[src/rtl/bus_arbiter_pkg.sv]
// ============================================================================
// bus_arbiter_pkg : shared FSM/owner types and grant-vector helpers
// Rev 1.0
// ============================================================================
`default_nettype none

package bus_arbiter_pkg;

    typedef enum logic [1:0] {
        IDLE = 2'd0,
        REQ  = 2'd1,
        RSP  = 2'd2
    } arb_state_t;

    typedef enum logic {
        OWN_IFU = 1'b0,
        OWN_LSU = 1'b1
    } arb_owner_t;

    // Bit positions inside the one-hot grant vector
    localparam int unsigned GNT_IFU = 0;
    localparam int unsigned GNT_LSU = 1;

    function automatic arb_owner_t gnt_to_owner(input logic [1:0] gnt);
        return gnt[GNT_LSU] ? OWN_LSU : OWN_IFU;
    endfunction

endpackage

`default_nettype wire

[src/rtl/bus_arbiter_if.sv]
// ============================================================================
// bus_arbiter_if : fetch, load/store and shared-memory handshake bundle
// Rev 1.0
// ============================================================================
`default_nettype none

interface bus_arbiter_if #(
    parameter int WIDTH = 32
);
    logic             ifu_req_valid;
    logic             ifu_req_ready;
    logic [WIDTH-1:0] ifu_req_addr;
    logic             ifu_rsp_valid;
    logic [WIDTH-1:0] ifu_rsp_data;

    logic             lsu_req_valid;
    logic             lsu_req_ready;
    logic [WIDTH-1:0] lsu_req_addr;
    logic             lsu_req_wen;
    logic [WIDTH-1:0] lsu_req_wdata;
    logic             lsu_rsp_valid;
    logic [WIDTH-1:0] lsu_rsp_data;

    logic             mem_req_valid;
    logic             mem_req_ready;
    logic [WIDTH-1:0] mem_req_addr;
    logic             mem_req_wen;
    logic [WIDTH-1:0] mem_req_wdata;
    logic             mem_rsp_valid;
    logic [WIDTH-1:0] mem_rsp_data;

    // Arbiter side
    modport slave (
        input  ifu_req_valid, ifu_req_addr,
        output ifu_req_ready, ifu_rsp_valid, ifu_rsp_data,
        input  lsu_req_valid, lsu_req_addr, lsu_req_wen, lsu_req_wdata,
        output lsu_req_ready, lsu_rsp_valid, lsu_rsp_data,
        output mem_req_valid, mem_req_addr, mem_req_wen, mem_req_wdata,
        input  mem_req_ready, mem_rsp_valid, mem_rsp_data
    );

    // Environment side: the two requesters plus the memory
    modport master (
        output ifu_req_valid, ifu_req_addr,
        input  ifu_req_ready, ifu_rsp_valid, ifu_rsp_data,
        output lsu_req_valid, lsu_req_addr, lsu_req_wen, lsu_req_wdata,
        input  lsu_req_ready, lsu_rsp_valid, lsu_rsp_data,
        input  mem_req_valid, mem_req_addr, mem_req_wen, mem_req_wdata,
        output mem_req_ready, mem_rsp_valid, mem_rsp_data
    );

endinterface

`default_nettype wire

[src/rtl/bus_arbiter_grant.sv]
// ============================================================================
// arb_grant : two-way grant select; LSU priority, or alternate when
//             ARB_ROUND_ROBIN_EN is defined.  Rev 1.0
// ============================================================================
`default_nettype none

module arb_grant
    import bus_arbiter_pkg::*;
(
    input  logic       req_ifu_i,
    input  logic       req_lsu_i,
    input  arb_owner_t last_owner_i,
    output logic [1:0] gnt_o
);

`ifdef ARB_ROUND_ROBIN_EN
    localparam logic c_RR_EN = 1'b1;
`else
    localparam logic c_RR_EN = 1'b0;
`endif

    always_comb begin
        gnt_o = 2'b00;
        if (req_ifu_i && req_lsu_i) begin
            // On contention the IFU only wins when alternating and LSU went last
            if (c_RR_EN && (last_owner_i == OWN_LSU)) begin
                gnt_o[GNT_IFU] = 1'b1;
            end else begin
                gnt_o[GNT_LSU] = 1'b1;
            end
        end else if (req_lsu_i) begin
            gnt_o[GNT_LSU] = 1'b1;
        end else if (req_ifu_i) begin
            gnt_o[GNT_IFU] = 1'b1;
        end
    end

endmodule

`default_nettype wire

[src/rtl/bus_arbiter.sv]
// ============================================================================
// bus_arbiter : shares one memory port between fetch and load/store units,
//               one transaction in flight. Option: ARB_ROUND_ROBIN_EN. Rev 1.0
// ============================================================================
`default_nettype none

module bus_arbiter
    import bus_arbiter_pkg::*;
#(
    parameter int WIDTH = 32
) (
    input  logic         clk,
    input  logic         rst_n,
    bus_arbiter_if.slave bus,
    output logic         busy_o
);

    arb_state_t       state_q, state_d;
    arb_owner_t       owner_q, owner_d;
    logic [WIDTH-1:0] addr_q,  addr_d;
    logic             wen_q,   wen_d;
    logic [WIDTH-1:0] wdata_q, wdata_d;
    logic [1:0]       w_gnt;

    arb_grant u_grant (
        .req_ifu_i    (bus.ifu_req_valid),
        .req_lsu_i    (bus.lsu_req_valid),
        .last_owner_i (owner_q),
        .gnt_o        (w_gnt)
    );

    always_ff @(posedge clk or negedge rst_n) begin
        if (!rst_n) begin
            state_q <= IDLE;
            owner_q <= OWN_IFU;
            addr_q  <= '0;
            wen_q   <= 1'b0;
            wdata_q <= '0;
        end else begin
            state_q <= state_d;
            owner_q <= owner_d;
            addr_q  <= addr_d;
            wen_q   <= wen_d;
            wdata_q <= wdata_d;
        end
    end

    always_comb begin
        state_d = state_q;
        owner_d = owner_q;
        addr_d  = addr_q;
        wen_d   = wen_q;
        wdata_d = wdata_q;
        case (state_q)
            IDLE: begin
                if (|w_gnt) begin
                    owner_d = gnt_to_owner(w_gnt);
                    state_d = REQ;
                    if (w_gnt[GNT_LSU]) begin
                        addr_d  = bus.lsu_req_addr;
                        wen_d   = bus.lsu_req_wen;
                        wdata_d = bus.lsu_req_wdata;
                    end else begin
                        addr_d  = bus.ifu_req_addr;
                        wen_d   = 1'b0;
                        wdata_d = '0;
                    end
                end
            end
            REQ: begin
                if (bus.mem_req_ready) begin
                    state_d = RSP;
                end
            end
            RSP: begin
                if (bus.mem_rsp_valid) begin
                    state_d = IDLE;
                end
            end
            default: state_d = IDLE;
        endcase
    end

    // Ready is gated by rst_n so a held request is never acknowledged in reset
    always_comb begin
        bus.ifu_req_ready = 1'b0;
        bus.lsu_req_ready = 1'b0;
        bus.ifu_rsp_valid = 1'b0;
        bus.lsu_rsp_valid = 1'b0;
        bus.mem_req_valid = 1'b0;
        bus.mem_req_addr  = addr_q;
        bus.mem_req_wen   = wen_q;
        bus.mem_req_wdata = wdata_q;
        bus.ifu_rsp_data  = bus.mem_rsp_data;
        bus.lsu_rsp_data  = bus.mem_rsp_data;
        busy_o            = (state_q != IDLE);
        case (state_q)
            IDLE: begin
                bus.ifu_req_ready = w_gnt[GNT_IFU] & rst_n;
                bus.lsu_req_ready = w_gnt[GNT_LSU] & rst_n;
            end
            REQ: begin
                bus.mem_req_valid = 1'b1;
            end
            RSP: begin
                bus.ifu_rsp_valid = bus.mem_rsp_valid & (owner_q == OWN_IFU);
                bus.lsu_rsp_valid = bus.mem_rsp_valid & (owner_q == OWN_LSU);
            end
            default: ;
        endcase
    end

endmodule

`default_nettype wire

[src/flat_wrapper.sv]
// flat-port wrapper written by rule: the top's interface ports become plain ports
module bus_arbiter_flat import bus_arbiter_pkg::*;
#(
    parameter int WIDTH = 32
)
  (clk, rst_n, busy_o, bus_ifu_req_valid, bus_ifu_req_addr, bus_ifu_req_ready, bus_ifu_rsp_valid, bus_ifu_rsp_data, bus_lsu_req_valid, bus_lsu_req_addr, bus_lsu_req_wen, bus_lsu_req_wdata, bus_lsu_req_ready, bus_lsu_rsp_valid, bus_lsu_rsp_data, bus_mem_req_valid, bus_mem_req_addr, bus_mem_req_wen, bus_mem_req_wdata, bus_mem_req_ready, bus_mem_rsp_valid, bus_mem_rsp_data);
  bus_arbiter_if #(.WIDTH(WIDTH)) bus_i ();
  input  logic clk;
  input  logic rst_n;
  output logic busy_o;
  input wire logic [$bits(bus_i.ifu_req_valid)-1:0] bus_ifu_req_valid;
  input wire logic [$bits(bus_i.ifu_req_addr)-1:0] bus_ifu_req_addr;
  output wire logic [$bits(bus_i.ifu_req_ready)-1:0] bus_ifu_req_ready;
  output wire logic [$bits(bus_i.ifu_rsp_valid)-1:0] bus_ifu_rsp_valid;
  output wire logic [$bits(bus_i.ifu_rsp_data)-1:0] bus_ifu_rsp_data;
  input wire logic [$bits(bus_i.lsu_req_valid)-1:0] bus_lsu_req_valid;
  input wire logic [$bits(bus_i.lsu_req_addr)-1:0] bus_lsu_req_addr;
  input wire logic [$bits(bus_i.lsu_req_wen)-1:0] bus_lsu_req_wen;
  input wire logic [$bits(bus_i.lsu_req_wdata)-1:0] bus_lsu_req_wdata;
  output wire logic [$bits(bus_i.lsu_req_ready)-1:0] bus_lsu_req_ready;
  output wire logic [$bits(bus_i.lsu_rsp_valid)-1:0] bus_lsu_rsp_valid;
  output wire logic [$bits(bus_i.lsu_rsp_data)-1:0] bus_lsu_rsp_data;
  output wire logic [$bits(bus_i.mem_req_valid)-1:0] bus_mem_req_valid;
  output wire logic [$bits(bus_i.mem_req_addr)-1:0] bus_mem_req_addr;
  output wire logic [$bits(bus_i.mem_req_wen)-1:0] bus_mem_req_wen;
  output wire logic [$bits(bus_i.mem_req_wdata)-1:0] bus_mem_req_wdata;
  input wire logic [$bits(bus_i.mem_req_ready)-1:0] bus_mem_req_ready;
  input wire logic [$bits(bus_i.mem_rsp_valid)-1:0] bus_mem_rsp_valid;
  input wire logic [$bits(bus_i.mem_rsp_data)-1:0] bus_mem_rsp_data;
  assign bus_i.ifu_req_valid = bus_ifu_req_valid;
  assign bus_i.ifu_req_addr = bus_ifu_req_addr;
  assign bus_ifu_req_ready = bus_i.ifu_req_ready;
  assign bus_ifu_rsp_valid = bus_i.ifu_rsp_valid;
  assign bus_ifu_rsp_data = bus_i.ifu_rsp_data;
  assign bus_i.lsu_req_valid = bus_lsu_req_valid;
  assign bus_i.lsu_req_addr = bus_lsu_req_addr;
  assign bus_i.lsu_req_wen = bus_lsu_req_wen;
  assign bus_i.lsu_req_wdata = bus_lsu_req_wdata;
  assign bus_lsu_req_ready = bus_i.lsu_req_ready;
  assign bus_lsu_rsp_valid = bus_i.lsu_rsp_valid;
  assign bus_lsu_rsp_data = bus_i.lsu_rsp_data;
  assign bus_mem_req_valid = bus_i.mem_req_valid;
  assign bus_mem_req_addr = bus_i.mem_req_addr;
  assign bus_mem_req_wen = bus_i.mem_req_wen;
  assign bus_mem_req_wdata = bus_i.mem_req_wdata;
  assign bus_i.mem_req_ready = bus_mem_req_ready;
  assign bus_i.mem_rsp_valid = bus_mem_rsp_valid;
  assign bus_i.mem_rsp_data = bus_mem_rsp_data;
  bus_arbiter #(.WIDTH(WIDTH)) u_core (.clk(clk), .rst_n(rst_n), .bus(bus_i), .busy_o(busy_o));
endmodule
[config.mk]
export PLATFORM = sky130hd
export DESIGN_NAME = bus_arbiter_flat
export DESIGN_NICKNAME = d
export VERILOG_FILES = /design/src/rtl/bus_arbiter_pkg.sv /design/src/rtl/bus_arbiter_if.sv /design/src/rtl/bus_arbiter_grant.sv /design/src/rtl/bus_arbiter.sv /design/src/flat_wrapper.sv
export SDC_FILE = /design/constraint.sdc
export NUM_CORES = 1
export LEC_CHECK = 0
export BUFFER_PORTS_ARGS = -buffer_cell sky130_fd_sc_hd__clkbuf_2
export CAP_MARGIN = 10
export CORE_AREA = 2 2 106 108
export CTS_BUF_LIST = sky130_fd_sc_hd__clkbuf_8
export CTS_CLUSTER_DIAMETER = 120
export DETAILED_ROUTE_END_ITERATION = 12
export DIE_AREA = 0 0 108 110
export PLACE_DENSITY = 0.67
export RECOVER_POWER = 100
export SLEW_MARGIN = 20
export SYNTH_ARGS = -nofsm -noshare
export SYNTH_HDL_FRONTEND = slang
export SYNTH_HIERARCHICAL = 1
export SYNTH_SLANG_ARGS = --single-unit
[constraint.sdc]
create_clock -name clk -period 2.2 [get_ports clk]
set_input_delay 0.11 -clock clk [delete_from_list [all_inputs] [get_ports clk]]
set_output_delay 0.11 -clock clk [all_outputs]
set_load 0.005 [all_outputs]
Yosys cells after proc, flatten, opt, wreduce, memory -nomap -nowiden
Cells that the tools add are included.
- bits in registers: 68
- bits of input ports: 135
- output and inout port bits: 135
- word-level logic and storage cells: 39
- equality and inequality tests: 5
- muxes and demuxes: 18
- bitwise gates (word level): 5
- reductions and logical operators: 6
- operators by type and width (operator ; count):
    32-bit 2-to-1 mux ; 2
    1-bit 2-to-1 mux ; 12
    2-bit 2-to-1 mux ; 3
    2-bit case mux with 3 select lines ; 1
    1-bit bitwise AND ; 4
    2-bit != test (second input constant) ; 2
    3-bit AND reduction ; 1
    2-bit by 1-bit == test with 1-bit output (second input constant) ; 1
    2-bit == test (second input constant) ; 1
    2-bit zero test ; 1
    2-bit by 1-bit != test with 1-bit output (second input constant) ; 1
    2-bit AND reduction ; 1
    2-bit nonzero test ; 1
    2-bit OR reduction ; 1
    1-bit logical AND ; 1
    1-bit inverter ; 1

Depth between registers and ports, before layout
Gate-level depths: netlist (run 1).
- depth in word-level cells: 6
- depth in mapped cells: 6
- gate-level depth less buffers: 4

Hierarchy
The synthesis (run 1) kept the hierarchy.
- modules (own cells, without submodules) (module ; times used ; cells an instance ; area each (sq um) ; seq. area each (sq um)):
    bus_arbiter ; 1 ; 260 ; 3427.0 ; 1701.6
    arb_grant ; 1 ; 2 ; 10.0 ; 0.0

Least setup slack after synthesis (run 1)
OpenSTA, ideal clock, no wires.
- path kind: register to register
- start: register u_core.state_q[0]
- end: register u_core.addr_q[3] (netlist: u_core/bus.mem_req_addr[3])
- library setup time: 0.125 ns
- data arrival time: 1.187 ns
- required time: 2.075 ns
- setup slack: 0.888 ns
- cell stages (with the launch flop): 6
- path buffers: 2
- clock period less this slack: 1.312 ns
- path through: dfrtp_1 > nor2_4 > o21ai_2 > buf_6 > buf_6 > mux2_4
- cells in the longest elaborated chain, start to end: 2
- RTL lines (element ; RTL line ; text):
    start, declared ; bus_arbiter.sv:18 ; arb_state_t state_q, state_d;
    start signal, assigned ; bus_arbiter.sv:40 ; state_q <= state_d;
    2-bit zero test ; bus_arbiter.sv:54 ; case (state_q)
    2-bit AND reduction (no source line) ; n/a ;
    end signal, assigned ; bus_arbiter.sv:42 ; addr_q <= addr_d;
    end, declared ; bus_arbiter.sv:20 ; logic [WIDTH-1:0] addr_q, addr_d;
No other way between the ends.
A chain may end at the register's enable or synchronous reset.

Worst setup path after layout (run 1)
- start: register u_core.state_q[0]
- end: register u_core.wdata_q[4] (netlist: u_core/bus.mem_req_wdata[4])
- cells in the longest elaborated chain, start to end: 2
- RTL lines (element ; RTL line ; text):
    2-bit zero test ; bus_arbiter.sv:54 ;
    2-bit AND reduction (no source line) ; n/a ;
    end signal, assigned ; bus_arbiter.sv:44 ; wdata_q <= wdata_d;
    end, declared ; bus_arbiter.sv:22 ; logic [WIDTH-1:0] wdata_q, wdata_d;
No other way between the ends.

==> impl_metrics.env, run 1 <==
export IMPL_outcome="finished, final reports clean"
export IMPL_hold_violations=0
export IMPL_slew_headroom_pct=10.7
export IMPL_portBuffers=173
export IMPL_tritoncts="built"
export IMPL_peakVddDrop_uv=658
export IMPL_drtIter0Drc=55
export IMPL_die_w_um=108
export IMPL_antenna_cells=0
export IMPL_clk_latency_ns=0.34
export IMPL_worstReg2RegStart="u_core/state_q[0]"
export IMPL_path_delay_family="buffers and inverters"
export IMPL_synth_seq_cells=68
export IMPL_critical_path_class="flip-flop to flip-flop"
export IMPL_via_count=2471
export IMPL_io_pins=270
export IMPL_hp_class="input pin to flip-flop"
export IMPL_tightest_slew_ns=1.34
export IMPL_synthMuxAreaShare_pct=21.6
export IMPL_root_buffer="clkbuf_8"
export IMPL_synth_xor_area_share_pct=0
export IMPL_worst_setup_path_end_kind="flip-flop"
export IMPL_dp_cells=501
export IMPL_die_h_um=110
export IMPL_path_cells="nor2_4 > and2_1 > clkbuf_2 > a22o_1"
export IMPL_grt_max_degree=44
export IMPL_firstDrtPassIters=4
export IMPL_worst_ep_required_time_ns=2.46
export IMPL_cts_sinks=68
export IMPL_ant_nets=0
export IMPL_routedWlPerCell_um=15.5
export IMPL_startpoint_type="flip-flop"
export IMPL_final_common_cell="clkbuf_2"
export IMPL_initial_utilization_pct=32.1
export IMPL_finClkSkew_ns=0.0130
export IMPL_synth_cell_types=21
export IMPL_postCtsSetupBuffers=0
export IMPL_pwr_density_cell_mw_per_mm2=1190
export IMPL_clock_fmax_mhz=590
export IMPL_synth_simple_gate_area_share_pct=2.15
export IMPL_layout_drive_gt1_share_pct=51.1
export IMPL_synthAdderAreaFrac_pct=0
export IMPL_antenna_found_initial=0
export IMPL_hpwl_um=6410
export IMPL_period_share_pct=77.0
export IMPL_avgViaCountPerCell=4.47
export IMPL_cp_arrival_ns=1.96
export IMPL_cts_made_buffers=9
export IMPL_critPathLaunch="u_core/state_q[0]"
export IMPL_cts_max_level=3
export IMPL_final_cell_mix="clkbuf_2, dfrtp_1, mux2_2, clkbuf_1, dlygate4sd3_1"
export IMPL_maxCapViolCount=0
export IMPL_synth_area_per_cell_um2=13.1
export IMPL_drc=0
export IMPL_syn_instance_count=262
export IMPL_dieArea_mm2=0.0119
export IMPL_synth_warnings=6
export IMPL_cp_slowest_stage_delay_ns=0.55
export IMPL_fin_setup_tns_ns=0
export IMPL_power_leakage_nw=2.18
export IMPL_grt_setup_unrepaired="false"
export IMPL_stdcell_count=553
export IMPL_wl_um=8570
export IMPL_grt_usage_pct=14.1
export IMPL_fill_cells=1052
export IMPL_setup_violations=0
export IMPL_slew_violations=0
export IMPL_grt_pass1_vias=2494
export IMPL_syn_nets=397
export IMPL_slowest_stage="clkbuf_2"
export IMPL_clock_path_buffers=2
export IMPL_period_minus_slack_ns=1.69
export IMPL_synth_compound_area_share_pct=9.17
export IMPL_area_growth_pct=29.5
export IMPL_ys_seq_area_share_pct=49.5
export IMPL_holdCritStartpoint="bus_ifu_req_addr[8]"
export IMPL_clk_pin_slew_ns=0.09
export IMPL_cp_num_buf_inv=1
export IMPL_nets=543
export IMPL_crit_fanout=34
export IMPL_syn_area_mm2=0.00344
export IMPL_synth_top_family_by_area="multiplexers"
export IMPL_grt_pass1_wl_um=12600
export IMPL_core_area_mm2=0.0107
export IMPL_grt_overflow_total=0
export IMPL_rows=38
export IMPL_gp_congestion=0.803
==> area by class of cell <==
class / instances / area [um2] / share of cell area [%]
tap: 140 / 175 / 3.93
inverter: 2 / 7.51 / 0.169
multi-input combinational: 112 / 1120 / 25.1
clock inverter: 7 / 98.8 / 2.22
timing repair buffer: 215 / 1230 / 27.6
sequential: 68 / 1700 / 38.2
clock buffer: 9 / 124 / 2.78
==> tightest hold or removal path: stages <==
cell	delay, ns
clkbuf_2	0.07
mux2_2	0.13
mux2_1	0.11
==> state kept, by name (all words and copies together) (netlist names) <==
signal                    cells
u_core/bus.mem_req_wen        1
u_core/owner_q                1
u_core/state_q                2
u_core/bus.mem_req_addr      32
u_core/bus.mem_req_wdata     32
==> synthesized netlist by cell type, drive strengths merged <==
library cell | number | share of area (%)
nor2 | 1 | 0.33
clkbuf | 1 | 0.11
nor3b | 1 | 0.22
and2 | 1 | 0.18
nand2 | 2 | 0.22
nand2b | 2 | 0.36
inv | 2 | 0.22
a22o | 33 | 8.4
buf | 79 | 17
dfrtp | 68 | 50
and3 | 2 | 0.36
and4b | 1 | 0.29
mux2 | 64 | 22
o21ai | 3 | 0.55
nor2b | 1 | 0.18
a21o | 1 | 0.22
==> stage by stage <==
stage | setup WS (ns) | instance area, um2 | hold WS [ns] | util (%) | power, mW
after CTS | 0.506 | 4530 | 0.100 | 42.4 | 5.52
after detailed placement | 0.205 | 3950 | 0.165 | 36.9 | 4.30
after floorplan | 0.888 | 3440 | -0.186 | - | 3.43
after global routing | 0.247 | 4450 | 0.101 | 41.6 | 5.67
final | 0.506 | 4450 | 0.115 | 41.6 | 5.28
after global placement | 0.294 | 3950 | 0.160 | 36.9 | 4.24
==> cells by family after synthesis <==
family                 Yosys count
multiplexers                    64
AND/OR/NAND/NOR                 11
AO/OA/AOI/OAI                   37
buffers and inverters           82
flip-flops                      68
==> power breakdown <==
| part | internal (mW) | switching (mW) |
|---|---|---|
| clock network | 0.646 | 0.497 |
| logic | 1.07 | 0.858 |
| registers | 1.85 | 0.352 |
==> repair_timing <==
action / in CTS / in global routing
endpoints found under the hold margin: 103 / 0
hold buffers: 36 / 0
gates resized for setup: 0 / 0
==> per-layer routing <==
metal / share of wire [%] / up-vias / global-route usage, %
met4: 1.3 / 0 / 5.22
met3: 9.0 / 10 / 4.53
li1: - / 1144 / -
met1: 35 / 1166 / 14.6
met5: 0 / - / 0
met2: 55 / 151 / 26.7
==> final timing paths <==
check,end,slack (ns),cells after the start
min,u_core/bus.mem_req_addr[8],0.12,3
max,u_core/bus.mem_req_wdata[4],0.51,4
min reg2reg,u_core/bus.mem_req_wdata[21],0.50,1
min in group asynchronous,u_core/bus.mem_req_wdata[17],0.62,3
max reg2reg,u_core/bus.mem_req_wdata[4],0.51,4
max in group asynchronous,u_core/bus.mem_req_addr[29],0.66,3
Note: power is estimated with default switching activity, not from simulation.
==> run 2: changes to the inputs <==
--- a/config.mk
+++ b/config.mk
@@ -12,7 +12,7 @@
 export CTS_CLUSTER_DIAMETER = 120
 export DETAILED_ROUTE_END_ITERATION = 12
 export DIE_AREA = 0 0 108 110
-export PLACE_DENSITY = 0.67
+export PLACE_DENSITY = 0.7
 export RECOVER_POWER = 100
 export SLEW_MARGIN = 20
 export SYNTH_ARGS = -nofsm -noshare
==> constraint.sdc (replaced) <==
create_clock -name clk -period 1.5 [get_ports clk]
set_input_delay 0.075 -clock clk [delete_from_list [all_inputs] [get_ports clk]]
set_output_delay 0.075 -clock clk [all_outputs]
set_load 0.005 [all_outputs]
==> impl_metrics.env, run 2 (synthesized netlist as in run 1, its figures left out) <==
export IMPL_grt_overflow_total=0
export IMPL_clk_latency_ns=0.34
export IMPL_die_h_um=110
export IMPL_path_cells="nor2_4 > o21ai_4 > buf_12 > mux2_2"
export IMPL_crit_fanout=66
export IMPL_path_depth=4
export IMPL_cts_made_buffers=9
export IMPL_finClkSkew_ns=0.0111
export IMPL_nets=542
export IMPL_postCtsSetupBuffers=0
export IMPL_maxCapViolCount=0
export IMPL_avgViaCountPerCell=4.55
export IMPL_tightest_slew_ns=0.584
export IMPL_antenna_cells=0
export IMPL_outcome="finished, final reports clean"
export IMPL_rows=38
export IMPL_grt_pass1_vias=2547
export IMPL_cp_num_buf_inv=1
export IMPL_core_area_mm2=0.0107
export IMPL_grt_pass1_wl_um=12200
export IMPL_period_minus_slack_ns=1.40
export IMPL_p_total_mw=7.82
export IMPL_fin_setup_tns_ns=0
export IMPL_worst_ep_required_time_ns=1.71
export IMPL_antenna_found_initial=0
export IMPL_clk_pin_slew_ns=0.07
export IMPL_ant_nets=0
export IMPL_hp_class="input pin to flip-flop"
export IMPL_cp_arrival_ns=1.61
export IMPL_reg2reg_depth=4
export IMPL_power_leakage_nw=2.17
export IMPL_clock_fmax_mhz=717
export IMPL_grt_max_degree=67
export IMPL_wl_um=8120
export IMPL_root_buffer="clkbuf_8"
export IMPL_worst_setup_path_end_kind="flip-flop"
export IMPL_pwr_density_cell_mw_per_mm2=1740
export IMPL_final_common_cell="clkbuf_2"
export IMPL_die_w_um=108
export IMPL_dieArea_mm2=0.0119
export IMPL_drtIter0Drc=62
export IMPL_grt_usage_pct=13.5
export IMPL_fill_cells=1036
export IMPL_cp_slowest_stage_delay_ns=0.42
export IMPL_clock_path_buffers=2
export IMPL_slew_headroom_pct=61.1
export IMPL_io_pins=270
export IMPL_gp_congestion=0.726
export IMPL_ff_latch_area_mm2=0.00170
export IMPL_startpoint_type="flip-flop"
export IMPL_cts_max_level=3
export IMPL_via_count=2514
export IMPL_initial_utilization_pct=32.1
export IMPL_portBuffers=173
export IMPL_hold_violations=0
export IMPL_critical_path_class="flip-flop to flip-flop"
export IMPL_multi_input_area_mm2=0.00112
export IMPL_final_cell_mix="clkbuf_2, dfrtp_1, mux2_2, clkbuf_1, dlygate4sd3_1"
export IMPL_grt_setup_unrepaired="false"
export IMPL_slowest_stage="dfrtp_1"
export IMPL_period_share_pct=93.0
export IMPL_layout_drive_gt1_share_pct=49.8
export IMPL_hold_path_depth=3
export IMPL_cts_sinks=68
export IMPL_path_delay_family="flip-flops"
export IMPL_area_growth_pct=30.4
export IMPL_routedWlPerCell_um=14.7
export IMPL_hpwl_um=5610
export IMPL_firstDrtPassIters=4
export IMPL_tritoncts="built"
export IMPL_peakVddDrop_uv=783
export IMPL_slew_violations=0
export IMPL_setup_violations=0
export IMPL_drc=0
[run 2: cell count changes in the layout (fill, tap and decap cells not counted), sizes merged]
cell | before | now
inv | 4 | 2
clkinvlp | 1 | 2
clkbuf | 184 | 185
clkinv | 2 | 1
[run 2: tightest hold or removal path, delay by kind of cell]
kind     cells  cell delay [ns]
mux          2             0.23
buf+inv      1             0.07
[run 2: metal layers]
| metal | share of wire (%) | vias to the layer above | routed length (um) | global-route usage (%) |
|---|---|---|---|---|
| li1 | - | 1148 | - | - |
| met1 | 35 | 1183 | 2870 | 14.5 |
| met2 | 51 | 160 | 4160 | 23.2 |
| met3 | 9.9 | 23 | 804 | 4.29 |
| met4 | 3.5 | 0 | 288 | 8.79 |
| met5 | 0 | - | 0 | 0 |
[run 2: layout make-up]
type / instances / area share [%]
flip-flops and latches: 68 / 38.0
repair buffers: 214 / 27.8
multi-input cells: 112 / 24.9
well taps: 140 / 3.91
clock buffers: 11 / 3.38
clock inverters: 5 / 1.87
inverters: 2 / 0.168
[run 2: path summary, 6_finish.rpt]
check	endpoint	slack, ns	start
setup / recovery	u_core/bus.mem_req_addr[2]	0.10	u_core/state_q[0]
hold / removal	u_core/bus.mem_req_addr[3]	0.08	bus_lsu_req_addr[3]
setup reg to reg	u_core/bus.mem_req_addr[2]	0.10	u_core/state_q[0]
hold reg to reg	u_core/bus.mem_req_addr[3]	0.50	u_core/bus.mem_req_addr[3]
max in group asynchronous	u_core/bus.mem_req_addr[1]	0.57	rst_n
min in group asynchronous	u_core/bus.mem_req_addr[13]	0.47	rst_n
[run 2: repair_timing]
action / in CTS / in global routing
gates resized for setup: 0 / 0
hold buffers: 37 / 0
setup endpoints to repair: 0 / 1
hold endpoints to repair: 103 / 0
[run 2: power by group]
| part | internal (mW) | switching [mW] | total, mW | leakage [nW] |
|---|---|---|---|---|
| Combinational | 1.59 | 1.27 | 2.85 | 1.23 |
| Clock | 1.03 | 0.684 | 1.71 | 0.112 |
| Sequential | 2.72 | 0.530 | 3.25 | 0.826 |
[run 2: metrics by stage]
stage	util, %	instances	hold WS (ns)	cell area [um2]	setup slack (ns)
floorplan	-	262	-0.221	3440	0.188
global placement	37.1	500	0.126	3970	0.155
detailed placement	37.1	500	0.137	3970	0.0931
CTS	42.7	553	0.0622	4570	0.0677
global route	41.9	552	0.0618	4480	0.0496
finish	41.9	552	0.0783	4480	0.105
==> run 3: changes to the inputs <==
--- a/config.mk
+++ b/config.mk
@@ -5,14 +5,15 @@
 export SDC_FILE = /design/constraint.sdc
 export NUM_CORES = 1
 export LEC_CHECK = 0
+export ABC_AREA = 1
 export BUFFER_PORTS_ARGS = -buffer_cell sky130_fd_sc_hd__clkbuf_2
 export CAP_MARGIN = 10
-export CORE_AREA = 2 2 106 108
+export CORE_AREA = 2 2 104 106
 export CTS_BUF_LIST = sky130_fd_sc_hd__clkbuf_8
 export CTS_CLUSTER_DIAMETER = 120
 export DETAILED_ROUTE_END_ITERATION = 12
-export DIE_AREA = 0 0 108 110
-export PLACE_DENSITY = 0.7
+export DIE_AREA = 0 0 106 108
+export PLACE_DENSITY = 0.74
 export RECOVER_POWER = 100
 export SLEW_MARGIN = 20
 export SYNTH_ARGS = -nofsm -noshare
==> impl_metrics.env, run 3 <==
export IMPL_area_growth_pct=28.9
export IMPL_tritoncts="built"
export IMPL_die_w_um=106
export IMPL_stdcell_area_mm2=0.00458
export IMPL_met3_usage_pct=6.27
export IMPL_r2r_setup_slack_ns=0.12
export IMPL_synthArstFlopShare_pct=100
export IMPL_postCtsSetupBuffers=0
export IMPL_grt_usage_pct=17.3
export IMPL_yosysTopAreaCellShare_pct=47.9
export IMPL_clk_pin_slew_ns=0.07
export IMPL_cts_sinks=68
export IMPL_layout_drive_gt1_share_pct=26.1
export IMPL_grt_setup_unrepaired="false"
export IMPL_synth_ff_type="dfrtp_1"
export IMPL_drc=0
export IMPL_reg2reg_depth=5
export IMPL_path_cells="nor2_4 > nand2_1 > buf_4 > nand2_1 > nand2_1"
export IMPL_initial_utilization_pct=34.7
export IMPL_final_cell_mix="nand2_1, clkbuf_2, dfrtp_1, dlygate4sd3_1, clkbuf_1"
export IMPL_synthMuxAreaShare_pct=0
export IMPL_fin_setup_tns_ns=0
export IMPL_synth_top_area_cell="dfrtp_1"
export IMPL_synth_xor_area_share_pct=0
export IMPL_wl_um=9990
export IMPL_holdCritStartpoint="bus_ifu_req_addr[14]"
export IMPL_cp_arrival_ns=1.65
export IMPL_clock_fmax_mhz=727
export IMPL_grt_overflow_total=0
export IMPL_synth_area_per_cell_um2=7.49
export IMPL_critPathMostFrequentCell="nand2_1"
export IMPL_ys_seq_area_share_pct=47.9
export IMPL_grt_pass1_wl_um=15500
export IMPL_synthAdderAreaFrac_pct=0
export IMPL_final_common_cell="nand2_1"
export IMPL_antenna_found_initial=0
export IMPL_portBuffers=173
export IMPL_syn_instance_count=474
export IMPL_nets=753
export IMPL_firstDrtPassIters=4
export IMPL_period_share_pct=91.7
export IMPL_reg2reg_to="u_core/bus.mem_req_wdata[8]"
export IMPL_via_count=3411
export IMPL_synth_warnings=6
export IMPL_dp_cells=704
export IMPL_grt_max_degree=69
export IMPL_routedWlPerCell_um=13.2
export IMPL_dieArea_mm2=0.0114
export IMPL_hp_class="input pin to flip-flop"
export IMPL_slowest_stage="buf_4"
export IMPL_clk_latency_ns=0.34
export IMPL_synth_simple_gate_area_share_pct=34.2
export IMPL_hpwl_um=6960
export IMPL_rows=37
export IMPL_hold_path_depth=5
export IMPL_period_minus_slack_ns=1.38
export IMPL_stdcell_count=757
export IMPL_startpoint_type="flip-flop"
export IMPL_synth_top_family_by_area="simple AND/OR/NAND/NOR gates"
export IMPL_synth_edff_count=0
export IMPL_peakVddDrop_uv=618
export IMPL_worstReg2RegStart="u_core/state_q[1]"
export IMPL_slew_violations=0
export IMPL_syn_area_mm2=0.00355
export IMPL_synth_compound_area_share_pct=0.282
export IMPL_worst_setup_path_end_kind="flip-flop"
export IMPL_cts_made_buffers=9
export IMPL_hold_violations=0
export IMPL_pwr_density_cell_mw_per_mm2=1620
export IMPL_netlist_top_cells_area="dfrtp_1, nand2_1, buf_4"
export IMPL_grt_pass1_vias=3255
export IMPL_hold_ws_ns=0.0204
export IMPL_outcome="finished, final reports clean"
export IMPL_p_total_mw=7.41
export IMPL_power_leakage_nw=2.67
export IMPL_core_area_mm2=0.0102
export IMPL_globalRouteMet2Util_pct=30.2
export IMPL_gp_congestion=0.745
export IMPL_die_h_um=108
export IMPL_dpl_worst_slack_ns=0.303
export IMPL_tightest_slew_ns=0.914
export IMPL_synth_seq_cells=68
export IMPL_maxCapViolCount=0
export IMPL_crit_fanout=53
export IMPL_grt_busiest_layer="met2"
export IMPL_path_delay_family="buffers and inverters"
export IMPL_critical_path_class="flip-flop to flip-flop"
export IMPL_cts_max_level=3
export IMPL_finish_utilization_pct=44.7
export IMPL_grt_use_met1_pct=19.5
export IMPL_clock_path_buffers=2
export IMPL_min_to="u_core/bus.mem_req_addr[14]"
export IMPL_cp_slowest_stage_delay_ns=0.48
export IMPL_finClkSkew_ns=0.00759
export IMPL_cp_num_buf_inv=1
export IMPL_ant_nets=0
export IMPL_avgViaCountPerCell=4.51
export IMPL_synth_cell_types=15
export IMPL_antenna_cells=0
export IMPL_yosysMostFrequentCell="nand2_1"
export IMPL_setup_ws_ns=0.125
export IMPL_ys_top_cells_by_count="nand2_1, buf_4, dfrtp_1"
export IMPL_placement_cell_area_mm2=0.00409
export IMPL_setup_violations=0
export IMPL_io_pins=270
export IMPL_drtIter0Drc=230
export IMPL_slew_headroom_pct=39.1
export IMPL_worst_ep_required_time_ns=1.77
export IMPL_syn_nets=609
export IMPL_root_buffer="clkbuf_8"
-- run 3: timing repair --
action	in CTS	in global routing
hold buffers	39	0
endpoints found under the hold margin	98	0
setup endpoints to repair	0	2
gates resized for setup	0	2
-- run 3: layer usage --
metal  share of wire (%)  vias up
li1                    -     1663
met1                  40     1548
met2                  49      182
met3                 9.1       18
met4                 1.9        0
met5                   0        -
-- run 3: worst max-delay path by stage --
stage	start	slack, ns	to	cells after the start
global route	u_core/state_q[0]	0.03	bus_ifu_rsp_valid	4
finish	u_core/state_q[1]	0.12	u_core/bus.mem_req_wdata[8]	5
CTS	u_core/state_q[0]	0.04	bus_ifu_req_ready	4
global placement	u_core/state_q[1]	0.33	u_core/bus.mem_req_wdata[6]	4
detailed placement	u_core/state_q[1]	0.30	u_core/bus.mem_req_wdata[9]	4
floorplan	u_core/state_q[1]	0.32	u_core/bus.mem_req_wdata[10]	6
-- run 3: power by group --
part / switching (mW) / total (mW) / internal (mW) / leakage, nW
Sequential: 0.499 / 3.18 / 2.68 / 0.852
Clock: 0.644 / 1.26 / 0.611 / 0.0890
Combinational: 1.77 / 2.98 / 1.21 / 1.73
-- run 3: final cells by class --
type | count | area (um2)
fill | 1014 | 5650
sequential | 68 | 1700
timing repair buffer | 221 | 1290
multi-input combinational | 311 | 1230
tap | 136 | 170
clock buffer | 10 | 138
inverter | 7 | 26.3
clock inverter | 4 | 18.8
-- run 3: worst reg2reg max path, delay by kind of cell, from the launching register on --
kind	cells	cell delay (ns)
buf+inv	1	0.48
simple gates	4	0.41
flops	1	0.43
-- run 3: cell families after synthesis --
logic type,Yosys count
buffers and inverters,95
DFF,68
AOI/OAI and AO/OA,2
and+or+nand+nor,309
